==> src/rtl/usb_rx_decoder_if.sv <==
`default_nettype none
// ============================================================================
// Module   : usb_rx_decoder_if
// Brief    : Bit-sample inputs and byte/strobe outputs of the USB RX decoder.
// Revision : 1.0
// ============================================================================
interface usb_rx_decoder_if;
    logic        sync_done;
    logic        bit_stb;
    logic        bit_dp;
    logic        bit_dn;
    logic [7:0]  rx_data;
    logic        rx_valid;
    logic        rx_active;
    logic        rx_eop;
    logic        rx_err;
    logic [1:0]  rx_err_code;
    logic [10:0] rx_byte_cnt;

    modport master (
        output sync_done, bit_stb, bit_dp, bit_dn,
        input  rx_data, rx_valid, rx_active, rx_eop, rx_err, rx_err_code, rx_byte_cnt
    );

    modport slave (
        input  sync_done, bit_stb, bit_dp, bit_dn,
        output rx_data, rx_valid, rx_active, rx_eop, rx_err, rx_err_code, rx_byte_cnt
    );
endinterface
`default_nettype wire

==> src/rtl/usb_rx_decoder.sv <==
`default_nettype none
// ============================================================================
// Module   : usb_rx_decoder
// Brief    : Full-speed USB RX: NRZI decode, bit unstuff, byte assembly, EOP.
// Revision : 1.0
// ============================================================================
module usb_rx_decoder #(
    parameter int STUFF_LEN  = 6,
    parameter int IDLE_J_CNT = 8
) (
    input  wire logic       clk,
    input  wire logic       rst_n,
    usb_rx_decoder_if.slave bus
);
    localparam int ONES_W = $clog2(STUFF_LEN + 1);
    localparam int J_W    = (IDLE_J_CNT > 1) ? $clog2(IDLE_J_CNT) : 1;
    localparam logic [ONES_W-1:0] c_STUFF_MAX = ONES_W'(STUFF_LEN);
    localparam logic [ONES_W-1:0] c_ONE       = ONES_W'(1);
    localparam logic [J_W-1:0]    c_J_LAST    = J_W'(IDLE_J_CNT - 1);

    typedef enum logic [1:0] {
        S_IDLE     = 2'd0,
        S_DATA     = 2'd1,
        S_EOP      = 2'd2,
        S_ERR_WAIT = 2'd3
    } state_t;

    state_t            r_state, w_state_n;
    logic              r_prev_level, w_prev_level_n;   // 1 = J, 0 = K
    logic [ONES_W-1:0] r_ones_cnt, w_ones_cnt_n;
    logic [2:0]        r_bit_cnt, w_bit_cnt_n;
    logic [7:0]        r_shreg, w_shreg_n;
    logic [1:0]        r_se0_cnt, w_se0_cnt_n;
    logic [J_W-1:0]    r_j_cnt, w_j_cnt_n;
    logic [7:0]        r_data, w_data_n;
    logic              r_valid, w_valid_n;
    logic              r_active, w_active_n;
    logic              r_eop, w_eop_n;
    logic              r_err, w_err_n;
    logic [1:0]        r_err_code, w_err_code_n;
    logic [10:0]       r_byte_cnt, w_byte_cnt_n;

    logic       w_start, w_fail;
    logic [1:0] w_fail_code;

    wire logic       w_j     =  bus.bit_dp & ~bus.bit_dn;
    wire logic       w_se0   = ~bus.bit_dp & ~bus.bit_dn;
    wire logic       w_se1   =  bus.bit_dp &  bus.bit_dn;
    wire logic       w_nrzi  = (bus.bit_dp == r_prev_level);
    wire logic [7:0] w_shift = {w_nrzi, r_shreg[7:1]};

    always_ff @(posedge clk or negedge rst_n) begin
        if (!rst_n) begin
            r_state      <= S_IDLE;
            r_prev_level <= 1'b0;
            r_ones_cnt   <= '0;
            r_bit_cnt    <= 3'd0;
            r_shreg      <= 8'h00;
            r_se0_cnt    <= 2'd0;
            r_j_cnt      <= '0;
            r_data       <= 8'h00;
            r_valid      <= 1'b0;
            r_active     <= 1'b0;
            r_eop        <= 1'b0;
            r_err        <= 1'b0;
            r_err_code   <= 2'd0;
            r_byte_cnt   <= 11'd0;
        end else begin
            r_state      <= w_state_n;
            r_prev_level <= w_prev_level_n;
            r_ones_cnt   <= w_ones_cnt_n;
            r_bit_cnt    <= w_bit_cnt_n;
            r_shreg      <= w_shreg_n;
            r_se0_cnt    <= w_se0_cnt_n;
            r_j_cnt      <= w_j_cnt_n;
            r_data       <= w_data_n;
            r_valid      <= w_valid_n;
            r_active     <= w_active_n;
            r_eop        <= w_eop_n;
            r_err        <= w_err_n;
            r_err_code   <= w_err_code_n;
            r_byte_cnt   <= w_byte_cnt_n;
        end
    end

    always_comb begin
        w_state_n      = r_state;
        w_prev_level_n = r_prev_level;
        w_ones_cnt_n   = r_ones_cnt;
        w_bit_cnt_n    = r_bit_cnt;
        w_shreg_n      = r_shreg;
        w_se0_cnt_n    = r_se0_cnt;
        w_j_cnt_n      = r_j_cnt;
        w_data_n       = r_data;
        w_valid_n      = 1'b0;
        w_active_n     = r_active;
        w_eop_n        = 1'b0;
        w_err_n        = 1'b0;
        w_err_code_n   = r_err_code;
        w_byte_cnt_n   = r_byte_cnt;
        w_start        = 1'b0;
        w_fail         = 1'b0;
        w_fail_code    = 2'd0;

        case (r_state)
            S_IDLE: w_start = bus.sync_done;
            S_DATA: if (bus.bit_stb) begin
                if (w_se0) begin
                    w_state_n   = S_EOP;
                    w_se0_cnt_n = 2'd1;
                end else if (w_se1) begin
                    w_fail      = 1'b1;
                    w_fail_code = 2'd3;
                end else begin
                    w_prev_level_n = bus.bit_dp;
                    // After a full run of ones the next bit must be a stuffed 0.
                    if (r_ones_cnt == c_STUFF_MAX) begin
                        if (w_nrzi) begin
                            w_fail      = 1'b1;
                            w_fail_code = 2'd1;
                        end else begin
                            w_ones_cnt_n = '0;
                        end
                    end else begin
                        w_shreg_n    = w_shift;
                        w_ones_cnt_n = w_nrzi ? (r_ones_cnt + c_ONE) : '0;
                        w_bit_cnt_n  = r_bit_cnt + 3'd1;
                        if (r_bit_cnt == 3'd7) begin
                            w_data_n  = w_shift;
                            w_valid_n = 1'b1;
                            if (r_byte_cnt != 11'h7FF)
                                w_byte_cnt_n = r_byte_cnt + 11'd1;
                        end
                    end
                end
            end
            S_EOP: if (bus.bit_stb) begin
                if (w_se0) begin
                    if (r_se0_cnt == 2'd2) begin
                        w_fail      = 1'b1;
                        w_fail_code = 2'd3;
                    end else begin
                        w_se0_cnt_n = r_se0_cnt + 2'd1;
                    end
                end else if (w_j) begin
                    w_eop_n    = 1'b1;
                    w_active_n = 1'b0;
                    w_state_n  = S_IDLE;
                    if (r_bit_cnt != 3'd0) begin
                        w_err_n      = 1'b1;
                        w_err_code_n = 2'd2;
                    end
                end else begin
                    w_fail      = 1'b1;
                    w_fail_code = 2'd3;
                end
            end
            S_ERR_WAIT: begin
                if (bus.sync_done) begin
                    w_start = 1'b1;
                end else if (bus.bit_stb) begin
                    if (!w_j) begin
                        w_j_cnt_n = '0;
                    end else if (r_j_cnt == c_J_LAST) begin
                        w_j_cnt_n = '0;
                        w_state_n = S_IDLE;
                    end else begin
                        w_j_cnt_n = r_j_cnt + J_W'(1);
                    end
                end
            end
            default: w_state_n = S_IDLE;
        endcase

        if (w_fail) begin
            w_state_n    = S_ERR_WAIT;
            w_err_n      = 1'b1;
            w_err_code_n = w_fail_code;
            w_active_n   = 1'b0;
            w_j_cnt_n    = '0;
        end

        if (w_start) begin
            w_state_n      = S_DATA;
            w_prev_level_n = 1'b0;
            w_ones_cnt_n   = '0;
            w_bit_cnt_n    = 3'd0;
            w_shreg_n      = 8'h00;
            w_byte_cnt_n   = 11'd0;
            w_active_n     = 1'b1;
        end
    end

    assign bus.rx_data     = r_data;
    assign bus.rx_valid    = r_valid;
    assign bus.rx_active   = r_active;
    assign bus.rx_eop      = r_eop;
    assign bus.rx_err      = r_err;
    assign bus.rx_err_code = r_err_code;
    assign bus.rx_byte_cnt = r_byte_cnt;
endmodule
`default_nettype wire

==> src/flat_wrapper.sv <==
// flat-port wrapper written by rule: the top's interface ports become plain ports
module usb_rx_decoder_flat 
#(
    parameter int STUFF_LEN  = 6,
    parameter int IDLE_J_CNT = 8
)
  (clk, rst_n, bus_sync_done, bus_bit_stb, bus_bit_dp, bus_bit_dn, bus_rx_data, bus_rx_valid, bus_rx_active, bus_rx_eop, bus_rx_err, bus_rx_err_code, bus_rx_byte_cnt);
  usb_rx_decoder_if bus_i ();
  input  wire logic clk;
  input  wire logic rst_n;
  input wire logic [$bits(bus_i.sync_done)-1:0] bus_sync_done;
  input wire logic [$bits(bus_i.bit_stb)-1:0] bus_bit_stb;
  input wire logic [$bits(bus_i.bit_dp)-1:0] bus_bit_dp;
  input wire logic [$bits(bus_i.bit_dn)-1:0] bus_bit_dn;
  output wire logic [$bits(bus_i.rx_data)-1:0] bus_rx_data;
  output wire logic [$bits(bus_i.rx_valid)-1:0] bus_rx_valid;
  output wire logic [$bits(bus_i.rx_active)-1:0] bus_rx_active;
  output wire logic [$bits(bus_i.rx_eop)-1:0] bus_rx_eop;
  output wire logic [$bits(bus_i.rx_err)-1:0] bus_rx_err;
  output wire logic [$bits(bus_i.rx_err_code)-1:0] bus_rx_err_code;
  output wire logic [$bits(bus_i.rx_byte_cnt)-1:0] bus_rx_byte_cnt;
  assign bus_i.sync_done = bus_sync_done;
  assign bus_i.bit_stb = bus_bit_stb;
  assign bus_i.bit_dp = bus_bit_dp;
  assign bus_i.bit_dn = bus_bit_dn;
  assign bus_rx_data = bus_i.rx_data;
  assign bus_rx_valid = bus_i.rx_valid;
  assign bus_rx_active = bus_i.rx_active;
  assign bus_rx_eop = bus_i.rx_eop;
  assign bus_rx_err = bus_i.rx_err;
  assign bus_rx_err_code = bus_i.rx_err_code;
  assign bus_rx_byte_cnt = bus_i.rx_byte_cnt;
  usb_rx_decoder #(.STUFF_LEN(STUFF_LEN), .IDLE_J_CNT(IDLE_J_CNT)) u_core (.clk(clk), .rst_n(rst_n), .bus(bus_i));
endmodule
==> config.mk <==
export PLATFORM = sky130hd
export DESIGN_NAME = usb_rx_decoder_flat
export DESIGN_NICKNAME = d
export VERILOG_FILES = /design/src/rtl/usb_rx_decoder_if.sv /design/src/rtl/usb_rx_decoder.sv /design/src/flat_wrapper.sv
export SDC_FILE = /design/constraint.sdc
export NUM_CORES = 1
export LEC_CHECK = 0
export BUFFER_PORTS_ARGS = -buffer_cell sky130_fd_sc_hd__buf_2
export CORE_ASPECT_RATIO = 1.4
export CORE_MARGIN = 2
export CORE_UTILIZATION = 35
export CTS_BUF_LIST = sky130_fd_sc_hd__clkbuf_8
export DETAILED_ROUTE_END_ITERATION = 16
export GPL_TIMING_DRIVEN = 0
export SLEW_MARGIN = 10
export SYNTH_ARGS = -nofsm -noshare
export SYNTH_HDL_FRONTEND = slang
export SYNTH_SLANG_ARGS = --single-unit
==> constraint.sdc <==
create_clock -name clk -period 4.5 [get_ports clk]
set_input_delay 0.9 -clock clk [delete_from_list [all_inputs] [get_ports clk]]
set_output_delay 0.9 -clock clk [all_outputs]
set_load 0.01 [all_outputs]
==> results of run 1 <==
==> flip-flops by register name (all words and copies together) (netlist names) <==
register	count
u_core.r_j_cnt	3
u_core.r_state	2
u_core.bus.rx_err_code	2
u_core.r_prev_level	1
u_core.r_bit_cnt	3
u_core.r_ones_cnt	3
u_core.bus.rx_byte_cnt	11
u_core.r_se0_cnt	2
u_core.bus.rx_active	1
u_core.bus.rx_data	8
u_core.bus.rx_eop	1
u_core.bus.rx_err	1
u_core.bus.rx_valid	1
u_core.r_shreg	7
==> final cells by class <==
type / instances / area, um2
buffer: 10 / 50.05
clock inverter: 3 / 68.82
fill: 712 / 4038
sequential: 46 / 1151
clock buffer: 5 / 68.82
inverter: 14 / 52.55
tap: 95 / 118.9
multi-input combinational: 190 / 1284
timing repair buffer: 30 / 150.1
==> power by group <==
| part | leakage [nW] | internal, mW | switching, mW |
|---|---|---|---|
| sequential | 0.625 | 0.467 | 0.0356 |
| clock | 0.0683 | 0.223 | 0.146 |
| combinational | 0.723 | 0.149 | 0.258 |
==> layout by cell type, fill, tap and decap left out, types with 2 or more instances in the layout <==
master and count:
ha_1 18, nor2_1 9, nand3_1 21, and3_1 6
dfrtp_1 46, mux2_2 10, clkbuf_8 5, mux2i_1 2
nor3_1 4, a21oi_1 23, nand4_1 4, bufinv_16 2
buf_2 31, inv_1 14, a211oi_1 2, nand2_1 33
nor2b_1 2, xnor2_1 2, o21ai_0 9, nand2b_1 3
o31ai_1 4, a31oi_1 2, and2_1 2, and4_1 2
clkbuf_1 7, or4_1 3, or3_1 4
==> through the flow <==
stage | std cells | power, mW | utilization, % | worst slack, ns
final | 393 | 1.278 | 42.17 | 2.024
after global routing | 393 | 1.368 | 42.17 | 1.918
after CTS | 393 | 1.296 | 42.17 | 2.021
after detailed placement | 385 | 0.9177 | 40.20 | 1.685
after global placement | 385 | 0.9093 | 40.20 | 1.741
after floorplan | 260 | 0.7968 | - | 2.062
==> cells by family (layout without fill, tap and decap cells) <==
kind of cell	after synthesis	in the layout	share of synthesized area (%)
multiplexers	12	12	5.227
AND/OR/NAND/NOR	104	104	22.39
XOR/XNOR	3	3	1.036
adder cells (fa/ha/maj)	18	18	8.876
AO/OA/AOI/OAI	53	53	13.07
buffers and inverters	24	62	4.043
flip-flops	46	46	45.36
==> routing by layer <==
metal | GRT usage (%) | up-vias | part of all wire (%)
met5 | 0 | - | 0
li1 | - | 1012 | -
met4 | 5.195 | 0 | 2.5
met2 | 26.59 | 49 | 52
met1 | 17.74 | 1014 | 42
met3 | 2.332 | 13 | 3.2
==> final timing paths <==
check | to | cells past startpoint | from
setup reg to reg | u_core.bus.rx_err_code[1]$_DFFE_PN0P_ | 7 | u_core.r_state[0]$_DFFE_PN0P_
hold reg to reg | u_core.bus.rx_data[1]$_DFFE_PN0P_ | 1 | u_core.bus.rx_data[1]$_DFFE_PN0P_
min in group asynchronous | u_core.r_j_cnt[2]$_DFFE_PN0P_ | 1 | rst_n
max in group asynchronous | u_core.bus.rx_byte_cnt[0]$_DFFE_PN0P_ | 1 | rst_n
hold / removal | u_core.bus.rx_data[1]$_DFFE_PN0P_ | 1 | u_core.bus.rx_data[1]$_DFFE_PN0P_
setup / recovery | u_core.bus.rx_err_code[1]$_DFFE_PN0P_ | 8 | bus_bit_dn
==> results.sh, run 1 <==
export IMPL_place_area_um2=2806
export IMPL_cp_required_ns=4.70
export IMPL_maxSlewHeadroom_pct=31.83
export IMPL_grt_usage_pct=14.76
export IMPL_async_flop_share_pct=100.0
export IMPL_post_synth_top_count_cell="dfrtp_1"
export IMPL_cp_buffers_inverters=3
export IMPL_path_common_cell="buf_2"
export IMPL_yosys_top_cells_count="dfrtp_1, nand2_1, a21oi_1, nand3_1, ha_1"
export IMPL_io_pins=31
export IMPL_cts_root_buf="clkbuf_8"
export IMPL_yosysWarnings=0
export IMPL_cts_setup_buffers=0
export IMPL_drt_iter0_drc=124
export IMPL_slowest_delay_ns=0.38
export IMPL_fin_skew_ns=0.009760
export IMPL_die_w_um=75.96
export IMPL_setup_viol=0
export IMPL_syn_area_um2=2537
export IMPL_cts_resized=0
export IMPL_synth_cell_type_count=52
export IMPL_r2r_slack_ns=2.32
export IMPL_hp_class="reg2reg"
export IMPL_cts_tree="done"
export IMPL_whs_ns=0.5098
export IMPL_fmax_ghz=0.4038
export IMPL_ys_seq_elements=46
export IMPL_fin_crit_sh_pct=55.03
export IMPL_status="finished clean"
export IMPL_grt_max_degree=47
export IMPL_clock_path_buffers=2
export IMPL_yosys_most_used_dff="dfrtp_1"
export IMPL_h_tree_depth=2
export IMPL_syn_to_final_growth_pct=16.03
export IMPL_crit_type="in2reg"
export IMPL_antenna_cells=0
export IMPL_p_per_area_nw_per_um2=434.1
export IMPL_clk_latency_ns=0.30
export IMPL_num_rows=36
export IMPL_synth_edf_count=0
export IMPL_synth_area_top_cells="dfrtp_1, ha_1, nand2_1"
export IMPL_start_util_pct=36.34
export IMPL_critPathTopFamily="simple AND/OR/NAND/NOR gates"
export IMPL_gp_congestion=0.8037
export IMPL_synth_seq_area_share_pct=45.36
export IMPL_numClockSinks=46
export IMPL_syn_avg_cell_area_um2=9.759
export IMPL_period_needed_ns=2.476
export IMPL_slowest_stage="a221oi_1"
export IMPL_wire_per_inst_um=14.10
export IMPL_route_antenna_remaining_nets=0
export IMPL_grt_setup_unrepaired="false"
export IMPL_crit_fanout=7
export IMPL_setup_tns_ns=0
export IMPL_nNetsFinal=321
export IMPL_die_area_um2=7956
export IMPL_grt_antenna_before_repair=0
export IMPL_worst_slew_pin_slew_ns=1.023
export IMPL_drc=0
export IMPL_core_area_um2=6982
export IMPL_hold_violations=0
export IMPL_cap_violations=0
export IMPL_dp_final_hpwl_um=4048
export IMPL_port_buffers=30
export IMPL_slew_viol_final=0
export IMPL_synth_fp_nets=284
export IMPL_arrival_ns=2.67
export IMPL_routed_wl_um=5543
export IMPL_synthCells=260
export IMPL_first_pass_iters=5
export IMPL_ir_drop_uv=266.5
export IMPL_cts_hold_buf=0
export IMPL_grt_overflow=0
export IMPL_vias_per_cell=5.313
export IMPL_final_cell_area_um2=2944
export IMPL_synth_top_area_share_pct=45.36
export IMPL_worstSetupStartpointType="primary input"
export IMPL_die_height_um=104.7
export IMPL_clk_pin_slew_ns=0.09
export IMPL_crit_chain="buf_2, inv_1, ha_1, nor2b_1, a221oi_1, and2_1, buf_2, mux2_2"
export IMPL_grt_pass1_vias=2027
export IMPL_drive_gt1_share_pct=18.79
export IMPL_yosysTopAreaCell="dfrtp_1"
export IMPL_cp_end_kind="flip-flop"
export IMPL_vias=2088
export IMPL_cts_made_buffers=5
export IMPL_cellLeakagePower_nw=1.416
export IMPL_grt_pass1_wl_um=9680
Power figures use the tool's default switching activity.
==> run 2, diff against run 1 <==
- ABC_AREA: not set -> 1
- clock period: 4.5 -> 2.1 ns (I/O delays scaled with it)
==> run 2 against run 1 <==
Compared with the run above: worst hold slack worse by 0.22 ns; combinational power grew to 3.0 times the previous value; setup slack worse by 1.8 ns; sequential share of layout area is 2.1 points higher; highest routed layer unchanged; sequential power is 140% higher; clock skew is 0.0014 ns lower; cell area is 5.1% lower; clock power is 82% higher; count of clock-buffer cells in the layout stayed put; sequential cell count stayed put; via count is 6.9% lower.
==> results.sh, run 2 <==
export IMPL_status="finished clean"
export IMPL_hold_violations=0
export IMPL_drc=0
export IMPL_nNetsFinal=337
export IMPL_ir_drop_uv=425.9
export IMPL_period_needed_ns=1.894
export IMPL_core_area_um2=6613
export IMPL_cts_hold_buf=0
export IMPL_arrival_ns=2.13
export IMPL_async_flop_share_pct=100.0
export IMPL_r2r_cells=7
export IMPL_clock_path_buffers=2
export IMPL_layout_commonest_cell="nand2_1"
export IMPL_die_w_um=74.18
export IMPL_cts_root_buf="clkbuf_8"
export IMPL_grt_overflow=0
export IMPL_synth_edf_count=0
export IMPL_grt_usage_pct=14.27
export IMPL_clk_pin_slew_ns=0.09
export IMPL_num_rows=35
export IMPL_grt_antenna_before_repair=0
export IMPL_cts_made_buffers=5
export IMPL_final_cell_mix="nand2_1, dfrtp_1, inv_1, buf_2, nand3_1"
export IMPL_synth_fp_nets=300
export IMPL_route_antenna_remaining_nets=0
export IMPL_port_buffers=30
export IMPL_grt_max_degree=47
export IMPL_power_mw=3.088
export IMPL_reg2reg_from="u_core.r_state[0]$_DFFE_PN0P_"
export IMPL_vias_per_cell=4.788
export IMPL_yosysWarnings=0
export IMPL_drive_gt1_share_pct=17.83
export IMPL_synth_top_family_by_area="simple AND/OR/NAND/NOR gates"
export IMPL_cp_required_ns=2.34
export IMPL_grt_setup_unrepaired="false"
export IMPL_synth_compound_area_share_pct=11.51
export IMPL_setup_viol=0
export IMPL_whs_ns=0.2901
export IMPL_wire_per_inst_um=12.21
export IMPL_worst_slew_pin_slew_ns=1.023
export IMPL_die_area_um2=7585
export IMPL_cellLeakagePower_nw=1.418
export IMPL_drt_iter0_drc=109
export IMPL_cp_end_kind="flip-flop"
export IMPL_syn_avg_cell_area_um2=8.745
export IMPL_worstSetupStartpointType="flip-flop"
export IMPL_gp_congestion=0.8204
export IMPL_antenna_cells=0
export IMPL_r2r_slack_ns=0.21
export IMPL_muxShareOfSynthArea_pct=0
export IMPL_synth_top_area_share_pct=47.69
export IMPL_first_pass_iters=4
export IMPL_synth_cell_type_count=30
export IMPL_crit_start="u_core.r_state[0]$_DFFE_PN0P_"
export IMPL_grt_pass1_wl_um=8355
export IMPL_fin_skew_ns=0.008329
export IMPL_crit_end="u_core.bus.rx_byte_cnt[2]$_DFFE_PN0P_"
export IMPL_fin_ws_ns=0.2060
export IMPL_routed_wl_um=4958
export IMPL_synth_seq_area_share_pct=47.69
export IMPL_yosys_most_used_dff="dfrtp_1"
export IMPL_place_area_um2=2679
export IMPL_post_route_util_pct=42.23
export IMPL_cts_tree="done"
export IMPL_fin_crit_sh_pct=90.19
export IMPL_h_tree_depth=2
export IMPL_io_pins=31
export IMPL_synthCells=276
export IMPL_crit_type="reg2reg"
export IMPL_start_util_pct=36.50
export IMPL_synthSimpleGateAreaFrac_pct=23.28
export IMPL_slew_viol_final=0
export IMPL_dp_final_hpwl_um=3652
export IMPL_maxSlewHeadroom_pct=31.81
export IMPL_p_per_area_nw_per_um2=1106
export IMPL_crit_fanout=10
export IMPL_hp_class="in2async"
export IMPL_synth_xor_area_share_pct=1.452
export IMPL_synth_area_top_cells="dfrtp_1, ha_1, nand2_1"
export IMPL_die_height_um=102.3
export IMPL_syn_to_final_growth_pct=15.71
export IMPL_reg2reg_to="u_core.bus.rx_byte_cnt[2]$_DFFE_PN0P_"
export IMPL_final_cell_area_um2=2793
export IMPL_cap_violations=0
export IMPL_post_synth_top_count_cell="nand2_1"
export IMPL_yosys_top_cells_count="nand2_1, dfrtp_1, inv_1, nand3_1, o21ai_0"
export IMPL_fmax_ghz=0.5280
export IMPL_pre_cts_ws_ns=-0.003201
export IMPL_clk_latency_ns=0.30
export IMPL_numClockSinks=46
export IMPL_syn_area_um2=2414
export IMPL_ys_seq_elements=46
export IMPL_largest_reg_flops=11
export IMPL_vias=1944
export IMPL_yosysTopAreaCell="dfrtp_1"
export IMPL_synthAdderAreaFrac_pct=9.331
export IMPL_grt_pass1_vias=1889
-- run 2: power breakdown --
group | internal [mW] | total (mW) | switching, mW
Sequential | 1.08 | 1.20 | 0.124
Clock | 0.357 | 0.673 | 0.316
Combinational | 0.443 | 1.22 | 0.774
Total | 1.87 | 3.09 | 1.21
-- run 2: how the worst min path moves through the flow --
stage | start | endpoint | slack, ns | cells after the start
floorplan | rst_n | u_core.bus.rx_active$_DFFE_PN0P_ | 0.12 | 0
global placement | u_core.bus.rx_data[0]$_DFFE_PN0P_ | u_core.bus.rx_data[0]$_DFFE_PN0P_ | 0.47 | 2
detailed placement | u_core.bus.rx_data[6]$_DFFE_PN0P_ | u_core.bus.rx_data[6]$_DFFE_PN0P_ | 0.47 | 2
CTS | rst_n | u_core.r_se0_cnt[0]$_DFFE_PN0P_ | 0.34 | 1
global route | rst_n | u_core.r_shreg[7]$_DFFE_PN0P_ | 0.38 | 1
finish | rst_n | u_core.r_se0_cnt[0]$_DFFE_PN0P_ | 0.29 | 1
-- run 2: through the flow --
step	setup TNS (ns)	cells
detailed placement	-0.004194	398
floorplan	0	276
global placement	0	398
CTS	0	406
finish	0	406
global route	0	406
-- run 2: cells by family (layout without fill, tap and decap cells) --
group                      after synthesis  after routing
and+or+nand+nor                        121            121
AOI/OAI and AO/OA                       48             48
DFF                                     46             46
buffers and inverters                   39             77
adders and majority gates               18             18
xor gates and xnor gates                 4              4
-- run 2: metal layers --
layer | vias up | track usage (%) | routed length [um]
met1 | 920 | 16.64 | 2261
met5 | - | 0 | 0
met4 | 0 | 5.874 | 99
met3 | 9 | 3.057 | 142
li1 | 981 | - | -
met2 | 34 | 25.00 | 2455
-- run 2: area by class of cell --
| cell class | instances | area [um2] |
|---|---|---|
| fillers | 671 | 3820 |
| flip-flops and latches | 46 | 1151 |
| multi-input cells | 191 | 1100 |
| repair buffers | 30 | 150.1 |
| inverters | 35 | 131.4 |
| well taps | 92 | 115.1 |
| clock buffers | 5 | 68.82 |
| clock inverters | 3 | 43.79 |
| plain buffers | 4 | 32.53 |
-- run 2: worst max-delay path, stage by stage (launching register included) --
cell and delay [ns]:
dfrtp_1 0.40, inv_1 0.08, ha_1 0.31, inv_1 0.06
nand2_1 0.24, clkbuf_1 0.45, o21ai_0 0.18, nor2_1 0.12
-- run 2: repair_timing --
action / CTS / global route
endpoints found under the setup margin: 0 / 3
resized for setup: 0 / 2
setup buffers: 0 / 0
==> run 3, diff against run 2 <==
- CORE_MARGIN: 2 -> not set
- SLEW_MARGIN: 10 -> 20
==> run 3 against run 2 <==
Compared with the run above: via count fell by 0.82%; cell area rose by 0.13%; global-route usage rose by 0.73 points; core utilization rose by 0.057 points; count of clock-buffer cells in the layout did not move; largest cell class unchanged; highest routed layer unchanged.
==> results.sh, run 3 (same netlist as run 2, synthesis figures left out) <==
export IMPL_nNetsFinal=337
export IMPL_grt_use_met1_pct=19.18
export IMPL_route_antenna_remaining_nets=0
export IMPL_drive_gt1_share_pct=18.15
export IMPL_setup_tns_ns=0
export IMPL_crit_chain="inv_1, ha_1, nand2_2, nor3_4, nand2_2, nor2_4, nand2_2, nand2_4, buf_12, nand3_1, nand2_1, nor2_1"
export IMPL_arrival_ns=2.07
export IMPL_cp_buffers_inverters=2
export IMPL_numClockSinks=46
export IMPL_fmax_ghz=0.5348
export IMPL_slowest_delay_ns=0.42
export IMPL_place_area_um2=2679
export IMPL_grtUsageMet2_pct=24.73
export IMPL_r2r_cells=12
export IMPL_whs_ns=0.1129
export IMPL_cts_hold_buf=0
export IMPL_antenna_cells=0
export IMPL_fin_ws_ns=0.2302
export IMPL_final_cell_mix="nand2_1, dfrtp_1, inv_1, nand3_1, buf_2"
export IMPL_vias=1928
export IMPL_start_util_pct=36.50
export IMPL_busiest_layer="met2"
export IMPL_reg2reg_to="u_core.bus.rx_byte_cnt[8]$_DFFE_PN0P_"
export IMPL_grt_overflow=0
export IMPL_drt_iter0_drc=85
export IMPL_use_met3_pct=2.510
export IMPL_clk_pin_slew_ns=0.09
export IMPL_fin_cells=406
export IMPL_pre_cts_ws_ns=0.04722
export IMPL_largest_reg_flops=11
export IMPL_placedCellCount=398
export IMPL_slowest_stage="dfrtp_1"
export IMPL_port_buffers=30
export IMPL_fin_skew_ns=0.009324
export IMPL_cp_required_ns=2.30
export IMPL_ir_drop_uv=340.9
export IMPL_core_area_um2=6613
export IMPL_cellLeakagePower_nw=1.421
export IMPL_setup_viol=0
export IMPL_grt_pass1_wl_um=8473
export IMPL_wire_per_inst_um=12.03
export IMPL_path_common_cell="nand2_2"
export IMPL_cts_tree="done"
export IMPL_vias_per_cell=4.749
export IMPL_cts_made_buffers=5
export IMPL_dp_final_hpwl_um=3568
export IMPL_crit_fanout=10
export IMPL_r2r_slack_ns=0.23
export IMPL_n_fill_cell=667
export IMPL_cap_violations=0
export IMPL_fin_crit_sh_pct=89.04
export IMPL_slew_viol_final=0
export IMPL_hold_violations=0
export IMPL_worstSetupStartpointType="flip-flop"
export IMPL_grt_max_degree=47
export IMPL_grt_usage_pct=15.00
export IMPL_layout_commonest_cell="nand2_1"
export IMPL_critPathTopFamily="simple AND/OR/NAND/NOR gates"
export IMPL_syn_to_final_growth_pct=15.86
export IMPL_worst_slew_pin_slew_ns=0.5885
export IMPL_maxSlewHeadroom_pct=60.77
export IMPL_routed_wl_um=4884
export IMPL_status="finished clean"
export IMPL_cp_end_kind="flip-flop"
export IMPL_crit_type="reg2reg"
export IMPL_hp_class="in2async"
export IMPL_grt_pass1_vias=1876
export IMPL_cts_root_buf="clkbuf_8"
export IMPL_h_tree_depth=2
export IMPL_reg2reg_from="u_core.r_state[1]$_DFFE_PN0P_"
export IMPL_io_pins=31
export IMPL_first_pass_iters=4
export IMPL_grt_setup_unrepaired="false"
export IMPL_period_needed_ns=1.870
export IMPL_gp_congestion=0.8093
export IMPL_clock_path_buffers=2
export IMPL_final_cell_area_um2=2796
export IMPL_grt_antenna_before_repair=0
export IMPL_die_height_um=100.3
export IMPL_die_w_um=72.18
export IMPL_clk_latency_ns=0.30
export IMPL_p_per_area_nw_per_um2=1106
export IMPL_drc=0
export IMPL_die_area_um2=7236
export IMPL_num_rows=35
-- run 3: cell types whose count changed in the layout (fill, tap and decap cells not counted) --
cell / before / now
clkbuf_2: 1 / 2
buf_2: 30 / 29
clkbuf_1: 2 / 1
buf_4: 0 / 1
-- run 3: area by class of cell --
class / count / area (um2) / area share, %
plain buffers: 4 / 33.78 / 1.208
clock buffers: 5 / 68.82 / 2.461
clock inverters: 3 / 43.79 / 1.566
inverters: 35 / 131.4 / 4.698
multi-input cells: 191 / 1100 / 39.33
flip-flops and latches: 46 / 1151 / 41.16
well taps: 92 / 115.1 / 4.116
repair buffers: 30 / 152.6 / 5.459
-- run 3: repair_timing --
action | CTS | global route
endpoints found under the hold margin | 0 | 0
gates resized for setup | 0 | 4
setup endpoints to repair | 0 | 5
setup buffers | 0 | 0
-- run 3: worst max path at each step --
| stage | from | endpoint | slack, ns | cells past startpoint |
|---|---|---|---|---|
| after detailed placement | bus_bit_dn | u_core.r_j_cnt[2]$_DFFE_PN0P_ | 0.05 | 11 |
| after floorplan | bus_bit_dn | u_core.bus.rx_byte_cnt[6]$_DFFE_PN0P_ | 0.40 | 11 |
| after global routing | u_core.r_state[1]$_DFFE_PN0P_ | u_core.bus.rx_data[0]$_DFFE_PN0P_ | 0.005 | 7 |
| after global placement | bus_bit_dn | u_core.r_j_cnt[2]$_DFFE_PN0P_ | 0.06 | 11 |
| after CTS | u_core.r_state[1]$_DFFE_PN0P_ | u_core.r_ones_cnt[1]$_DFFE_PN0P_ | 0.05 | 7 |
| final | u_core.r_state[1]$_DFFE_PN0P_ | u_core.bus.rx_byte_cnt[8]$_DFFE_PN0P_ | 0.23 | 12 |
-- run 3: through the flow --
step | util (%) | total power, mW
CTS | 42.21 | 3.130
finish | 42.29 | 3.093
global placement | 40.51 | 2.407
floorplan | - | 2.090
detailed placement | 40.51 | 2.441
global route | 42.29 | 3.358
-- run 3: power breakdown --
part | internal [mW] | total, mW | switching (mW)
combinational | 0.445 | 1.21 | 0.768
sequential | 1.08 | 1.20 | 0.130
clock | 0.357 | 0.675 | 0.318
-- run 3: worst reg2reg max path, cell delays in order, from the launching register on --
cell     delay, ns
dfrtp_1       0.42
inv_1         0.09
ha_1          0.20
nand2_2       0.10
nor3_4        0.20
nand2_2       0.12
nor2_4        0.13
nand2_2       0.10
nand2_4       0.09
buf_12        0.14
nand3_1       0.07
nand2_1       0.07
nor2_1        0.04
-- run 3: per-layer routing --
| metal | wire (um) | vias up |
|---|---|---|
| met2 | 2358 | 38 |
| li1 | - | 984 |
| met3 | 128 | 11 |
| met4 | 112 | 0 |
| met1 | 2285 | 895 |
| met5 | 0 | - |
